--- config.mk ---
export PLATFORM = sky130hd
export DESIGN_NAME = writeback_stage
export DESIGN_NICKNAME = d
export VERILOG_FILES = /design/src/rtl/writeback_stage.sv
export SDC_FILE = /design/constraint.sdc
export NUM_CORES = 1
export LEC_CHECK = 0
export ABC_AREA = 1
export CAP_MARGIN = 10
export CORE_MARGIN = 2
export CORE_UTILIZATION = 40
export CTS_CLUSTER_DIAMETER = 50
export DETAILED_ROUTE_END_ITERATION = 8
export GPL_TIMING_DRIVEN = 0
export PLACE_DENSITY = 0.76
export SYNTH_ARGS = -nofsm -noshare
export SYNTH_HDL_FRONTEND = slang
export SYNTH_SLANG_ARGS = --single-unit
--- constraint.sdc ---
create_clock -name CLK -period 1.8 [get_ports CLK]
set_input_delay 0.18 -clock CLK [delete_from_list [all_inputs] [get_ports CLK]]
set_output_delay 0.18 -clock CLK [all_outputs]
set_load 0.03 [all_outputs]
--- src/rtl/writeback_stage.sv ---
// M/W pipeline register and retirement controller: drives the register-file
// write ports, suppresses writes from faulting instructions and halts the core.
module writeback_stage #(
  parameter int DATA_WID = 32,
  parameter int ADDR_WID = 4,
  parameter int CNT_WID  = 32
) (
  input  logic                CLK,
  input  logic                RST,
  input  logic [2:0]          m_stat,
  input  logic [3:0]          m_icode,
  input  logic [DATA_WID-1:0] m_valE,
  input  logic [DATA_WID-1:0] m_valM,
  input  logic [ADDR_WID-1:0] m_dstE,
  input  logic [ADDR_WID-1:0] m_dstM,
  input  logic                W_stall,
  input  logic                W_bubble,
  output logic [DATA_WID-1:0] valE,
  output logic [DATA_WID-1:0] valM,
  output logic [ADDR_WID-1:0] destE,
  output logic [ADDR_WID-1:0] destM,
  output logic [2:0]          W_stat,
  output logic [3:0]          W_icode,
  output logic [CNT_WID-1:0]  retire_cnt,
  output logic                halted,
  output logic [2:0]          cpu_stat
);

  localparam logic [2:0] STAT_BUB = 3'd0;
  localparam logic [2:0] STAT_AOK = 3'd1;
  localparam logic [2:0] STAT_HLT = 3'd2;
  localparam logic [2:0] STAT_ADR = 3'd3;
  localparam logic [2:0] STAT_INS = 3'd4;

  localparam logic [3:0]          ICODE_NOP = 4'h1;
  localparam logic [ADDR_WID-1:0] RNONE     = '1;

  localparam logic [0:0] RUN    = 1'b0;
  localparam logic [0:0] HALTED = 1'b1;

  logic [0:0]          state;
  logic [2:0]          haltStat;
  logic [DATA_WID-1:0] wValE;
  logic [DATA_WID-1:0] wValM;
  logic [ADDR_WID-1:0] wDstE;
  logic [ADDR_WID-1:0] wDstM;
  logic                isFault;
  logic                canWrite;

  assign isFault  = (W_stat == STAT_HLT) || (W_stat == STAT_ADR) || (W_stat == STAT_INS);
  assign canWrite = (state == RUN) && (W_stat == STAT_AOK);

  always_ff @(posedge CLK) begin
    if (RST) begin
      state      <= RUN;
      haltStat   <= STAT_AOK;
      W_stat     <= STAT_BUB;
      W_icode    <= ICODE_NOP;
      wValE      <= '0;
      wValM      <= '0;
      wDstE      <= RNONE;
      wDstM      <= RNONE;
      retire_cnt <= '0;
    end else if (state == RUN) begin
      // The faulting instruction itself never retires; the halt freezes everything after this edge.
      if (isFault) begin
        state    <= HALTED;
        haltStat <= W_stat;
      end
      if (W_stat == STAT_AOK && !W_stall) begin
        retire_cnt <= retire_cnt + CNT_WID'(1);
      end
      if (!W_stall) begin
        if (W_bubble) begin
          W_stat  <= STAT_BUB;
          W_icode <= ICODE_NOP;
          wValE   <= '0;
          wValM   <= '0;
          wDstE   <= RNONE;
          wDstM   <= RNONE;
        end else begin
          W_stat  <= m_stat;
          W_icode <= m_icode;
          wValE   <= m_valE;
          wValM   <= m_valM;
          wDstE   <= m_dstE;
          wDstM   <= m_dstM;
        end
      end
    end
  end

  assign valE     = wValE;
  assign valM     = wValM;
  assign destE    = canWrite ? wDstE : RNONE;
  assign destM    = canWrite ? wDstM : RNONE;
  assign halted   = (state == HALTED);
  assign cpu_stat = (state == HALTED) ? haltStat : STAT_AOK;

endmodule

Word-level counts from Yosys, hierarchy flattened
Cells that the tools add are included.

word-level totals
  bits in registers = 115
  input port bits = 83

cells by class
  add/sub/neg operators = 1
  equal/unequal tests = 4
  reductions and logical operators = 8
  mux-type cells = 11
  bitwise operators = 2

operators with widths
  cell                                                  number
  two-way mux 32 bit                                    2
  adder 32 x 1 -> 32 bit (second input constant)        1
  two-way mux 4 bit                                     5
  equality test 3 x 2 -> 1 bit (second input constant)  2
  two-way mux 3 bit                                     2
  AND reduction 2 bit                                   3
  equality test 3 x 1 -> 1 bit (second input constant)  1
  equality test 3 bit (second input constant)           1
  logical AND 1 bit                                     2
  logical OR 1 bit                                      2
  two-way mux 1 bit                                     2
  inverter 1 bit                                        2
  logical NOT 1 bit                                     1

Depth between registers and ports, before layout
Gate-level depths: netlist of run 1.

  depth after elaboration = 5
  mapped depth = 10
  gate-level depth less buffers = 10

Worst setup path after synthesis of run 1
Ideal clock, no wire load.

  path type = reg2reg
  start = reg retire_cnt[1]
  end = reg retire_cnt[14]
  cell stages (with the launch flop) = 9
  required time = 1681 ps
  library setup time = 119 ps
  slack = 141 ps
  arrival time = 1540 ps
  cells stage by stage = dfxtp_1 -> ha_1 -> nand2_1 -> nor2_4 -> nand2_1 -> nor2_4 -> nand2_2 -> nor3b_1 -> nor2_1

on the way
  word-level cells in the longest chain between the ends = 1

ends and longest elaborated chain
  element                   RTL line  text
  start: declaration        24        output logic [CNT_WID-1:0] retire_cnt,
  start signal: assignment  71        retire_cnt <= retire_cnt + CNT_WID'(1);
  adder 32 x 1 -> 32 bit    71

Every way passes these cells.
A chain may end at the register's enable or synchronous reset.

Worst setup path in the final report of run 1
  start = reg retire_cnt[18]
  end = out retire_cnt[18]

No word-level cell between the ends.

==> metrics.txt, run 1 <==
Die Wd=115 um; DRT antenna net count=0; initial antenna violation count=0; outcome=completed; Crit-path slowest cell=clkdlybuf4s50_1; Final Hold Viols=0; Reg power frac=0.396; Fmax=570 MHz; DRC viols=0; first-pass GRT wire length=24000 um; part of the cycle the worst path needs=0.974; die height=115 um; critical path class=flop to output port; syn_area_per_cell=7.25 um2; internal power=5.14 mW; IO Count=198; fin nets=984; critical path arrival=1.57 ns; cells along the critical path=clkdlybuf4s50_1; die area=13300 um2; Slowest Stage Delay on Critical Path=0.72 ns; area of the multi-input gates=2300 um2; Setup WS pre-CTS=-0.0779 ns; Iter 0 DRT Violations=322; n_diodes=0; Tmin final=1.75 ns; Wirelength per Cell=14.1 um; Buf/Inv on CP=1; leakage=2.86 nW; largest net degree at the start of global routing=17; Worst setup EP type=output port; effective utilization at floorplan=0.410; Inserted Clock Buffers=17; first-pass iteration count of the detailed router=5; Core Area=12100 um2; RSZ-0062 raised after global routing=false; total track usage=0.234; Final setup viols=0; Max-Cap Viols=0; Synth Instances=683; worst path required time=1.62 ns; RePlAce Congestion=0.863; Vias/cell=4.91; switching part of the total power=0.248; worst-case clock buffer depth=2; sequential share of the synthesized area=0.465; Rows=40; final worst slack=0.0467 ns; Overflow after GRT=0; Setup Skew=0.00642 ns; Post-DP HPWL=11200 um; Synthesis Warnings=0; PwrDens=891 nW/um2; CTS root buf=clkbuf_16; CP max FO=6; switching power=1.69 mW; crit start category=flop; Distinct cells, synth=34; vias=5301; worst skew pair latency=0.41 ns; delay-heaviest family, CP=buffers and inverters; fin util=0.635; VDD IR max=604 uV; max-slew headroom at the worst pin=0.572; Tightest Pin Transition=0.642 ns; vias in the first global route=5023; Slew Viols, Final=0; Area growth syn-to-layout=54.8%; H-tree levels=4; CTS sink count=115; Reg clk slew, reported paths=0.05 ns; Clock Power Share=0.467; worst hold path type=primary input to flop; setup TNS=0 ns; fillcell total=1092; final WL=15200 um; layout cells sized above 1=0.0933; # hold bufs at CTS=0; number of port buffers=195; FF/Latch Area=2300 um2; CTS tree=built; Yosys reg bits=115; Comb pwr share=0.136; Post-Syn Area=4950 um2; Syn Nets=767
[power by group through the flow]
| stage | Combinational (mW) | Sequential [mW] | Clock (mW) |
|---|---|---|---|
| finish | 0.932 | 2.71 | 3.19 |
| global route | 1.01 | 2.72 | 3.33 |
| CTS | 0.935 | 2.71 | 3.23 |
| detailed placement | 0.932 | 2.76 | 0 |
| global placement | 0.931 | 2.75 | 0 |
| floorplan | 0.331 | 2.90 | 0 |
[registers in the layout (all words and copies together) (netlist names)]
register,count
wDstM,4
W_stat,3
valM,32
wDstE,4
valE,32
W_icode,4
retire_cnt,32
haltStat,3
halted,1
[layer usage]
| metal | share of wire | wire [um] | GRT usage | vias up |
|---|---|---|---|---|
| met5 | 0 | 0 | 0 | - |
| met4 | 0.023 | 347 | 0.104 | 0 |
| met3 | 0.11 | 1620 | 0.110 | 28 |
| met2 | 0.47 | 7190 | 0.382 | 215 |
| met1 | 0.40 | 6020 | 0.260 | 2386 |
| li1 | - | - | - | 2672 |
[worst paths after layout]
kind,startpoint,endpoint,slack [ns],depth (start not counted)
worst min register to register,wDstM[2]$_SDFFE_PP1P_,wDstM[2]$_SDFFE_PP1P_,0.45,2
worst max register to register,retire_cnt[1]$_SDFFE_PP0P_,retire_cnt[16]$_SDFFE_PP0P_,0.20,9
worst min-delay path,W_bubble,wDstM[1]$_SDFFE_PP1P_,0.30,3
worst max-delay path,retire_cnt[18]$_SDFFE_PP0P_,retire_cnt[18],0.05,1
[cell usage in the layout, fill, tap and decap left out, drive strengths merged, types with 2 or more instances in the layout]
cell and instances:
xnor2 2, dlymetal6s2s 2, nand2 161, bufinv 2, clkinv 4, clkdlybuf4s50 181, clkbuf 48, nor3 11
o21ai 19, nand3 102, a211oi 3, a21oi 87, inv 53, buf 24, or2 9, nor2 71
nand4 6, dfxtp 115, dlygate4sd2 4
[logic make-up after synthesis]
| logic type | synth area share |
|---|---|
| AOI/OAI and AO/OA | 0.118 |
| and+or+nand+nor | 0.335 |
| buffers and inverters | 0.0735 |
| adders and majority gates | 0.00253 |
| xor gates and xnor gates | 0.00531 |
| DFF | 0.465 |
[timing repair]
item,4_1_cts,5_1_grt
pin swaps,0,2
gates resized for setup,45,6
setup buffers,0,3
setup endpoints to repair,13,11
hold endpoints to repair,0,0
[cells in the mapped netlist]
cell type	count	area, um2
nand2_1	158	593
dfxtp_1	115	2300
nand3_1	100	500
a21oi_1	86	430
nor2_1	57	214
inv_1	49	184
clkbuf_1	24	90.1
o21ai_0	18	90.1
or2_2	9	56.3
nor3_1	8	40.0
nor2_2	7	43.8
nor2_4	7	78.8
buf_2	6	30.0
nand4_1	6	37.5
inv_2	4	15.0
a211oi_1	3	22.5
buf_1	3	11.3
buf_4	3	22.5
nand2_2	3	18.8
nor3_4	2	32.5
xnor2_1	2	17.5
a21oi_2	1	8.76
a31oi_1	1	6.26
buf_6	1	11.3
ha_1	1	12.5
nand3_2	1	10.0
nand3_4	1	17.5
nor3_2	1	10.0
nor3b_1	1	7.51
o211ai_1	1	7.51
o21a_1	1	7.51
o21ai_1	1	5.00
o21bai_1	1	7.51
xor2_1	1	8.76
[metrics by stage]
stage	std cells	hold WS, ns	total power, mW	cell area, um2
6_report	1079	0.295	6.83	7660
5_1_grt	1079	0.334	7.06	7660
3_3_place_gp	1046	0.432	3.68	7110
4_1_cts	1076	0.301	6.87	7630
3_5_place_dp	1046	0.435	3.69	7110
2_1_floorplan	683	0.328	3.23	4950
[layout make-up]
type | instances | share of cell area
repair buffers | 198 | 0.252
inverters | 53 | 0.0260
flip-flops and latches | 115 | 0.301
well taps | 168 | 0.0274
clock inverters | 6 | 0.0104
multi-input cells | 478 | 0.300
plain buffers | 37 | 0.0216
clock buffers | 24 | 0.0616
Power figures use the tool's default switching activity.
==> inputs of run 2 (changes only) <==
Settings changed: CORE_UTILIZATION 40 to 34, CTS_BUF_LIST set to sky130_fd_sc_hd__clkbuf_8, PLACE_DENSITY 0.76 to 0.7.
==> run 2 against run 1 <==
Net effect: clock power fell by 18%; critical path type unchanged; sequential cell count did not move; fmax barely moved.
==> metrics.txt, run 2 (synthesis gave the netlist of run 1 again) <==
CTS sink count=115 (unchanged); cells along the critical path=clkdlybuf4s50_1; CP max FO=5 (-1); die height=125 um (+8.2%); FF/Latch Area=2300 um2 (about the same); VDD IR max=531 uV (-12%); global-route met1 utilization=0.221 (-0.0392); PwrDens=829 nW/um2 (-7.0%); Core Area=14400 um2 (+19%); RePlAce Congestion=0.842 (-2.5%); effective utilization at floorplan=0.345 (-0.0659); Wirelength per Cell=14.2 um (+0.96%); setup TNS=0 ns (unchanged); Inserted Clock Buffers=17 (unchanged); Area growth syn-to-layout=52.3%; DRT antenna net count=0 (unchanged); Worst setup EP type=output port; Rows=44 (+10%); leakage=2.91 nW (+1.9%); busiest grt layer=met2; largest net degree at the start of global routing=17 (unchanged); Die Wd=125 um (+8.2%); number of port buffers=195 (unchanged); n_diodes=0 (unchanged); max-slew headroom at the worst pin=0.556 (-0.0161); final WL=15500 um (+2.3%); commonest non-fill, non-tap cell in the layout=clkdlybuf4s50_1; vias=5235 (-1.2%); worst path required time=1.62 ns (about the same); Reg clk slew, reported paths=0.07 ns (+0.02 ns); fin util=0.525 (-0.111); H-tree levels=4 (unchanged); Tightest Pin Transition=0.666 ns (+0.0241 ns); fin nets=982 (-0.20%); first-pass GRT wire length=24300 um (+1.1%); area of the multi-input gates=2300 um2 (-0.11%); CTS root buf=clkbuf_8; GRT met3 Usage=0.0941 (-0.0156); DRC viols=0 (unchanged); crit start category=flop; delay-heaviest family, CP=buffers and inverters; part of the cycle the worst path needs=0.975 (about the same); Max-Cap Viols=0 (unchanged); commonest non-fill, non-tap cells in the layout=clkdlybuf4s50_1 (170), nand2_1 (157), dfxtp_1 (113); layout cells sized above 1=0.0990 (+0.00571); Crit-path slowest cell=clkdlybuf4s50_1; fillcell total=1436 (+32%); worst skew pair latency=0.45 ns (+0.04 ns); die area=15500 um2 (+17%); Tmin final=1.75 ns (+0.00122 ns); Final Hold Viols=0 (unchanged); worst hold path type=primary input to flop; first-pass iteration count of the detailed router=5 (unchanged); Slew Viols, Final=0 (unchanged); CTS tree=built; critical path arrival=1.57 ns (about the same); Iter 0 DRT Violations=283 (-12%); initial antenna violation count=0 (unchanged); Slowest Stage Delay on Critical Path=0.70 ns (-0.02 ns); vias in the first global route=4821 (-4.0%); total track usage=0.197 (-0.0368); Overflow after GRT=0 (unchanged); IO Count=198 (unchanged); Buf/Inv on CP=1 (unchanged); Final setup viols=0 (unchanged); worst-case clock buffer depth=2 (unchanged); Vias/cell=4.79 (-2.5%); Setup Skew=0.00879 ns (+0.00237 ns); critical path class=flop to output port; met2 GRT Util=0.320 (-0.0622); outcome=completed; Fmax=570 MHz (about the same); Post-DP HPWL=11500 um (+2.6%)
run 2: changes by cell type in the layout (fill, tap and decap cells not counted), sizes merged:
cell           change
clkdlybuf4s50     -11
dlygate4sd2        +5
dlymetal6s2s       +5
buf                -3
clkbuf             -3
bufinv             +2
clkinvlp           +2
clkinv             +1
run 2: power breakdown:
| part | total [mW] | internal [mW] | leakage [nW] | switching (mW) |
|---|---|---|---|---|
| clock | 2.62 | 1.55 | 0.213 | 1.07 |
| sequential | 2.70 | 2.65 | 0.936 | 0.0582 |
| combinational | 0.929 | 0.405 | 1.76 | 0.524 |
run 2: worst paths after layout:
check             slack, ns  cells after the start                           to                         from
setup / recovery       0.05                      1               retire_cnt[21]  retire_cnt[21]$_SDFFE_PP0P_
hold / removal         0.27                      3        wDstE[2]$_SDFFE_PP1P_                     W_bubble
setup reg to reg       0.21                      8  retire_cnt[14]$_SDFFE_PP0P_   retire_cnt[1]$_SDFFE_PP0P_
hold reg to reg        0.45                      2        wDstE[0]$_SDFFE_PP1P_        wDstE[0]$_SDFFE_PP1P_
run 2: routing by layer:
layer,vias up,share of wire
li1,2658,-
met1,2392,0.41
met2,161,0.47
met3,24,0.096
met4,0,0.023
met5,-,0
run 2: stage by stage:
stage               power, mW  area [um2]  hold slack, ns  setup WS [ns]  instances
floorplan                3.23        4950           0.328          0.141        683
CTS                      6.29        7520           0.237        -0.0917       1092
global route             6.50        7540           0.293       -0.00100       1093
detailed placement       3.69        7130           0.435        -0.0644       1062
global placement         3.69        7130           0.432        -0.0577       1062
finish                   6.25        7540           0.270         0.0454       1093
run 2: repair_timing:
action	in CTS	in global routing
pin swaps	0	2
hold buffers	0	0
endpoints found under the setup margin	17	16
setup buffers	0	1
resized for setup	52	14
hold endpoints to repair	0	0
run 2: layout make-up:
cell class                      count  area share
Buffer                             37      0.0219
Inverter                           53      0.0264
Clock inverter                     11      0.0212
Timing Repair Buffer              196       0.255
Tap cell                          184      0.0305
Multi-Input combinational cell    478       0.305
Sequential cell                   115       0.306
Clock buffer                       19      0.0347
